## config.mk

```make
export PLATFORM = sky130hd
export DESIGN_NAME = game_step_ctrl
export DESIGN_NICKNAME = d
export VERILOG_FILES = /design/src/rtl/game_step_ctrl.sv
export SDC_FILE = /design/constraint.sdc
export NUM_CORES = 1
export LEC_CHECK = 0
export ABC_CLOCK_PERIOD_IN_PS = 8200
export BUFFER_PORTS_ARGS = -buffer_cell sky130_fd_sc_hd__buf_2
export CORE_UTILIZATION = 30
export DETAILED_ROUTE_END_ITERATION = 10
export PLACE_DENSITY_LB_ADDON = 0.12
export SLEW_MARGIN = 20
export SYNTH_ARGS = -nofsm -noshare
export SYNTH_HDL_FRONTEND = slang
export SYNTH_SLANG_ARGS = --single-unit
```

## constraint.sdc

```tcl
create_clock -name clk -period 8.2 [get_ports clk]
set_input_delay 1.23 -clock clk [delete_from_list [all_inputs] [get_ports clk]]
set_output_delay 1.23 -clock clk [all_outputs]
set_load 0.02 [all_outputs]
```

## src/rtl/game_step_ctrl.sv

```systemverilog
// game_step_ctrl: 2048 step sequencer, spawn one tile then try moves in order.
// Optional macro STEP_CNT_EN adds a saturating step_count output.

module game_step_ctrl #(
  parameter int          BOARD_N      = 4,
  parameter int          CELL_W       = 5,
  parameter logic [15:0] LFSR_SEED    = 16'hACE1,
  parameter logic [7:0]  PROB4_THRESH = 8'd26,
  parameter int          WIN_EXP      = 11
) (
  input  logic                                clk,
  input  logic                                rst,
  input  logic                                load,
  input  logic [BOARD_N*BOARD_N*CELL_W-1:0]   board_in,
  input  logic                                start,
  input  logic [7:0]                          mov_seq,
  output logic [BOARD_N*BOARD_N*CELL_W-1:0]   merge_board_out,
  output logic [1:0]                          merge_dir,
  input  logic [BOARD_N*BOARD_N*CELL_W-1:0]   merge_board_in,
  input  logic                                merge_movable,
  output logic [BOARD_N*BOARD_N*CELL_W-1:0]   board,
  output logic                                busy,
  output logic                                done,
  output logic                                stuck,
  output logic [1:0]                          last_dir,
  output logic                                win
`ifdef STEP_CNT_EN
  ,
  output logic [15:0]                         step_count
`endif
);

  localparam int NC  = BOARD_N * BOARD_N;
  localparam int NCW = NC * CELL_W;
  localparam int PW  = $clog2(NC);
  localparam logic [31:0] WIN_L = WIN_EXP;

  typedef enum logic [1:0] {
    S_IDLE,
    S_FILL,
    S_TRY,
    S_DONE
  } state_e;

  state_e             state_q, state_d;
  logic [NCW-1:0]     board_q, board_d;
  logic [15:0]        lfsr_q, lfsr_d;
  logic [7:0]         seq_q, seq_d;
  logic [1:0]         idx_q, idx_d;
  logic [PW-1:0]      pos_q, pos_d;
  logic [CELL_W-1:0]  spawn_q, spawn_d;
  logic               stuck_q, stuck_d;
  logic [1:0]         ldir_q, ldir_d;
`ifdef STEP_CNT_EN
  logic [15:0]        cnt_q, cnt_d;
`endif

  logic [CELL_W-1:0]  cells [NC];
  logic               any_empty;
  logic [1:0]         dir;

  // Unpack the board and derive the empty / win summaries.
  always_comb begin
    any_empty = 1'b0;
    win       = 1'b0;
    for (int i = 0; i < NC; i++) begin
      cells[i] = board_q[i*CELL_W +: CELL_W];
      if (cells[i] == '0) any_empty = 1'b1;
      if (32'(cells[i]) >= WIN_L) win = 1'b1;
    end
  end

  // Direction under trial selected from the captured priority list.
  always_comb begin
    dir = seq_q[1:0];
    unique case (idx_q)
      2'd0: dir = seq_q[1:0];
      2'd1: dir = seq_q[3:2];
      2'd2: dir = seq_q[5:4];
      2'd3: dir = seq_q[7:6];
    endcase
  end

  // Galois LFSR, taps x^16+x^14+x^13+x^11+1.
  always_comb begin
    lfsr_d = {1'b0, lfsr_q[15:1]} ^ (lfsr_q[0] ? 16'hB400 : 16'h0000);
  end

  // Step sequencer: next state and datapath updates.
  always_comb begin
    state_d = state_q;
    board_d = board_q;
    seq_d   = seq_q;
    idx_d   = idx_q;
    pos_d   = pos_q;
    spawn_d = spawn_q;
    stuck_d = stuck_q;
    ldir_d  = ldir_q;
    done    = 1'b0;
`ifdef STEP_CNT_EN
    cnt_d   = cnt_q;
`endif
    unique case (state_q)
      S_IDLE: begin
        if (load) begin
          board_d = board_in;
          stuck_d = 1'b0;
`ifdef STEP_CNT_EN
          cnt_d   = '0;
`endif
        end else if (start && !stuck_q) begin
          seq_d   = mov_seq;
          idx_d   = 2'd0;
          pos_d   = lfsr_q[PW-1:0];
          spawn_d = (lfsr_q[15:8] < PROB4_THRESH) ?
                    CELL_W'(2) : CELL_W'(1);
          state_d = any_empty ? S_FILL : S_TRY;
        end
      end
      S_FILL: begin
        if (cells[pos_q] == '0) begin
          for (int i = 0; i < NC; i++) begin
            if (PW'(i) == pos_q) begin
              board_d[i*CELL_W +: CELL_W] = spawn_q;
            end
          end
          state_d = S_TRY;
        end else begin
          pos_d = pos_q + 1'b1;
        end
      end
      S_TRY: begin
        if (merge_movable) begin
          board_d = merge_board_in;
          ldir_d  = dir;
`ifdef STEP_CNT_EN
          if (cnt_q != 16'hFFFF) cnt_d = cnt_q + 16'd1;
`endif
          state_d = S_DONE;
        end else if (idx_q == 2'd3) begin
          stuck_d = 1'b1;
          state_d = S_DONE;
        end else begin
          idx_d = idx_q + 2'd1;
        end
      end
      S_DONE: begin
        done    = 1'b1;
        state_d = S_IDLE;
      end
      default: state_d = S_IDLE;
    endcase
  end

  // State registers; reset aborts any step in flight.
  always_ff @(posedge clk or negedge rst) begin
    if (!rst) begin
      state_q <= S_IDLE;
      board_q <= '0;
      lfsr_q  <= LFSR_SEED;
      seq_q   <= '0;
      idx_q   <= '0;
      pos_q   <= '0;
      spawn_q <= '0;
      stuck_q <= 1'b0;
      ldir_q  <= '0;
`ifdef STEP_CNT_EN
      cnt_q   <= '0;
`endif
    end else begin
      state_q <= state_d;
      board_q <= board_d;
      lfsr_q  <= lfsr_d;
      seq_q   <= seq_d;
      idx_q   <= idx_d;
      pos_q   <= pos_d;
      spawn_q <= spawn_d;
      stuck_q <= stuck_d;
      ldir_q  <= ldir_d;
`ifdef STEP_CNT_EN
      cnt_q   <= cnt_d;
`endif
    end
  end

  assign merge_board_out = board_q;
  assign merge_dir       = dir;
  assign board           = board_q;
  assign busy            = (state_q != S_IDLE);
  assign stuck           = stuck_q;
  assign last_dir        = ldir_q;
`ifdef STEP_CNT_EN
  assign step_count      = cnt_q;
`endif

endmodule

```

==> key figures <==
Clocking
  – Latest clock arrival within the worst-skew pair: between 0.4 and 0.5 ns
  – Clock slew at reported path FFs: ~0.060 ns
  – CTS Sinks: between 100 and 150
  – Clock buffer count from CTS: 17
  – CTS resizes: 0
  – Hold_buf cts: 0
  – Root buffer cell: clkbuf_16
  – Max Buffers Root-to-Sink: 2
  – CTS tree: built
  – Number of H-tree levels: 4
  – Postcts setup bufs: 0

Layout
  – Fillers: about 2.4k
  – Area Overhead vs Synth: 27.0%
  – Storage element area: just under 0.003 mm^2
  – ANT cells: 0
  – Proportion of layout cells with a drive suffix above 1: 0.465
  – Footprint of the multi-input gates: around 0.0034 mm^2
  – Total Nets Final: around 1.1k
  – Final Util: 0.388

Critical path
  – R2R Path Start: board[40]
  – Reg2Reg Setup Slack: 4.29 ns
  – Reg-to-Reg End: board[53]
  – Setup crit end kind: flip-flop
  – Reg2Reg Depth: 8
  – CP Launch Type: flip-flop
  – Worst Path Required: ~8.5 ns
  – Critical setup path kind: flip-flop to flip-flop
  – WP data arrival: 4.20 ns
  – Worst Path Max Fanout: 14

Die
  – Height of the die: between 150 and 200 um
  – Die Wd: approximately 160 um
  – Initial Util: 0.305
  – FP Rows: 56
  – Core area: between 0.02 and 0.025 mm^2
  – DIE AREA: roughly 0.024 mm^2
  – # IOs: around 340

Drt
  – DR vias/cell: a little over 5
  – 1st-iter DRT viols: approximately 370
  – Wire per inst: 20.8 um
  – Routed vias: between 6k and 7k
  – Final ANT Viol Nets: 0
  – Final WL: around 26 mm
  – DR DRC count: 0
  – Drt pass-1 iters: 5

Power and ir drop
  – Pleak: 4.41 nW
  – Combinational share of power: 0.622
  – Clock share of power: 0.142
  – Tot Pwr: ~0.005 W
  – Power share of the sequential group: 0.236
  – Sw Share: 0.506
  – Max IR drop VDD: 226 uV
  – Sw Pwr: roughly 0.0025 W
  – Internal power: between 0.002 and 0.0025 W
  – Power density cells: about 540 mW/mm^2

Timing
  – Setup violators final: 0
  – Worst Max-Slew Pin Slew: between 1 and 1.5 ns
  – Max Fclk: 256 MHz
  – Relative slew margins: 0.303
  – Fin crit share: 0.477
  – Final Hold Violating Endpoints: 0
  – Clock period minus final worst setup slack: between 3 and 4 ns
  – Final TNS setup: 0 ns
  – RSZ-0062 raised after global routing: no
  – Slew Viols, Final: 0
  – Fin Clk Skew: around 0.012 ns

Yosys
  – Gate Count Post-Synth: between 600 and 700
  – Net count after synthesis: 840
  – Syn avg cell area: between 10 and 15 um^2
  – Syn Std Cell Area: between 0.007 and 0.008 mm^2
  – Cell variety after synth: between 50 and 60
  – Main synth FF type: dfrtp_1
  – Yosys reg bits: 117
  – Part of the Yosys area used for sequential elements: 0.411
  – Async SR Flop Fraction: 1.00
  – Synth warn: 0
  – EDFF count, synth: 0

Placement
  – Post-DP HPWL: between 15 and 20 mm
  – Port Buffers: 340
  – RePlAce Congestion: slightly below 0.9

Global route
  – Largest net degree at the start of global routing: a little over 80
  – Initial antenna violation count: 0
  – Global Route Usage Sum: 0.205
  – Vias in the first global route: 6161
  – First-pass GRT wire length: roughly 37 mm
  – Total grt overflow: 0

Hold path
  – Hold path start: lfsr_q[8]
  – Cell count of the worst hold path: 0
  – HP Class: flip-flop to flip-flop
  – End of the worst hold path: lfsr_q[7]

Status
  – Outcome: complete, no violations

Job
  – Max cap viols: 0
cells by family (layout without fill, tap and decap cells):
kind of cell	count (synthesis)	in the layout	synth area share
compound gates	213	213	0.270
buf+inv	133	390	0.114
flops	117	117	0.411
simple gates	115	115	0.0846
mux	60	60	0.0942
fa+ha+maj	13	13	0.0228
xor+xnor	3	3	0.00368
critical path: stages, from the launching register on:
cell and delay [ns]:
dfrtp_1 0.42, or4_1 0.52, nor2_1 0.25, o22ai_1 0.19, a311oi_4 0.45, nand4b_2 0.59, buf_4 0.44, o31ai_2 0.52
mux2_2 0.39
power groups by stage:
stage	clock (W)	combinational (W)	sequential, W
final	0.000691	0.00303	0.00115
after global routing	0.000741	0.00326	0.00119
after CTS	0.000711	0.00308	0.00115
after detailed placement	0	0.00307	0.00116
after global placement	0	0.00309	0.00115
after floorplan	0	0.00215	0.00129
per-stage QoR:
stage,hold slack [ns],setup slack (ns),area (um^2),instances
after detailed placement,0.337,4.32,8520,1198
after global placement,0.335,4.36,8520,1198
after global routing,0.366,4.09,9070,1230
final,0.347,4.29,9070,1230
after floorplan,0.331,4.92,7140,654
after CTS,0.350,4.28,9070,1230
cells in the mapped netlist (3+ instances only):
library cell  count  area share
clkbuf_1         32       0.017
a211oi_1          5      0.0053
a2bb2oi_1         3      0.0037
a21oi_1          10      0.0070
a31oi_1          18       0.016
a21o_1           15       0.016
a22oi_1           6      0.0063
a221o_1          30       0.042
nand2_1          28       0.015
xor2_1            3      0.0037
a22o_1           51       0.063
o21ai_0          10      0.0070
buf_4            81       0.085
nor4_1            8      0.0070
dfstp_2           8       0.029
dfrtp_1         109        0.38
mux2_1           39       0.061
inv_1            12      0.0063
o31ai_4          13       0.039
nand2b_1          3      0.0026
mux2_2           19       0.030
nand3_1          10      0.0070
ha_1             13       0.023
a31o_2            3      0.0037
nor2_1           24       0.013
o22a_1           30       0.037
a221oi_1          4      0.0049
nand4_1           3      0.0026
or4_1            18       0.019
buf_1             3      0.0016
nor3_1           10      0.0070
state kept, by name (all words and copies together) (netlist names):
name,count
seq_q,8
stuck,1
last_dir,2
state_q,2
spawn_q,2
board,80
lfsr_q,16
pos_q,4
idx_q,2
routing by layer:
metal / up-vias / global-route usage / part of all wire
met2: 248 / 0.364 / 0.51
met3: 33 / 0.0368 / 0.049
li1: 2942 / - / -
met1: 3087 / 0.248 / 0.42
met5: - / 0 / 0
met4: 0 / 0.0686 / 0.022
cells in the final DEF, fill, tap and decap left out, types with 3 or more instances in the layout:
cell type | netlist | routed
clkinv_2 | 0 | 6
dfstp_2 | 8 | 8
nor2_1 | 24 | 24
nand2b_1 | 3 | 3
a22oi_1 | 6 | 6
clkbuf_16 | 0 | 17
nor4_1 | 8 | 8
o22a_1 | 30 | 30
nor3_1 | 10 | 10
mux2_2 | 19 | 19
nand2_1 | 28 | 27
a21oi_1 | 10 | 10
a21o_1 | 15 | 15
a22o_1 | 51 | 51
clkinvlp_4 | 0 | 3
clkbuf_1 | 32 | 3
a221oi_1 | 4 | 4
a211oi_1 | 5 | 5
mux2_1 | 39 | 39
dfrtp_1 | 109 | 109
ha_1 | 13 | 13
nand4_1 | 3 | 3
buf_4 | 81 | 4
a2bb2oi_1 | 3 | 3
a31o_2 | 3 | 3
o31ai_4 | 13 | 13
a221o_1 | 30 | 30
o21ai_0 | 10 | 10
a31oi_1 | 18 | 18
xor2_1 | 3 | 3
inv_1 | 12 | 12
nand3_1 | 10 | 9
or4_1 | 18 | 18
buf_2 | 1 | 339
how the worst max path moves through the flow:
stage / startpoint / end / slack, ns / cells after the start
finish: board[40] / board[53] / 4.29 / 8
global route: board[65] / board[54] / 4.09 / 8
CTS: board[40] / board[52] / 4.28 / 8
detailed placement: board[40] / board[54] / 4.32 / 8
global placement: board[40] / board[52] / 4.36 / 8
floorplan: merge_movable / board[22] / 4.92 / 6
cell type report:
type / instances / area share
Clock buffer: 22 / 0.0512
Clock inverter: 10 / 0.00910
Inverter: 15 / 0.00621
Multi-Input combinational cell: 404 / 0.375
Sequential cell: 117 / 0.324
Tap cell: 319 / 0.0440
Timing Repair Buffer: 343 / 0.190
Note: power is estimated with default switching activity, not from simulation.
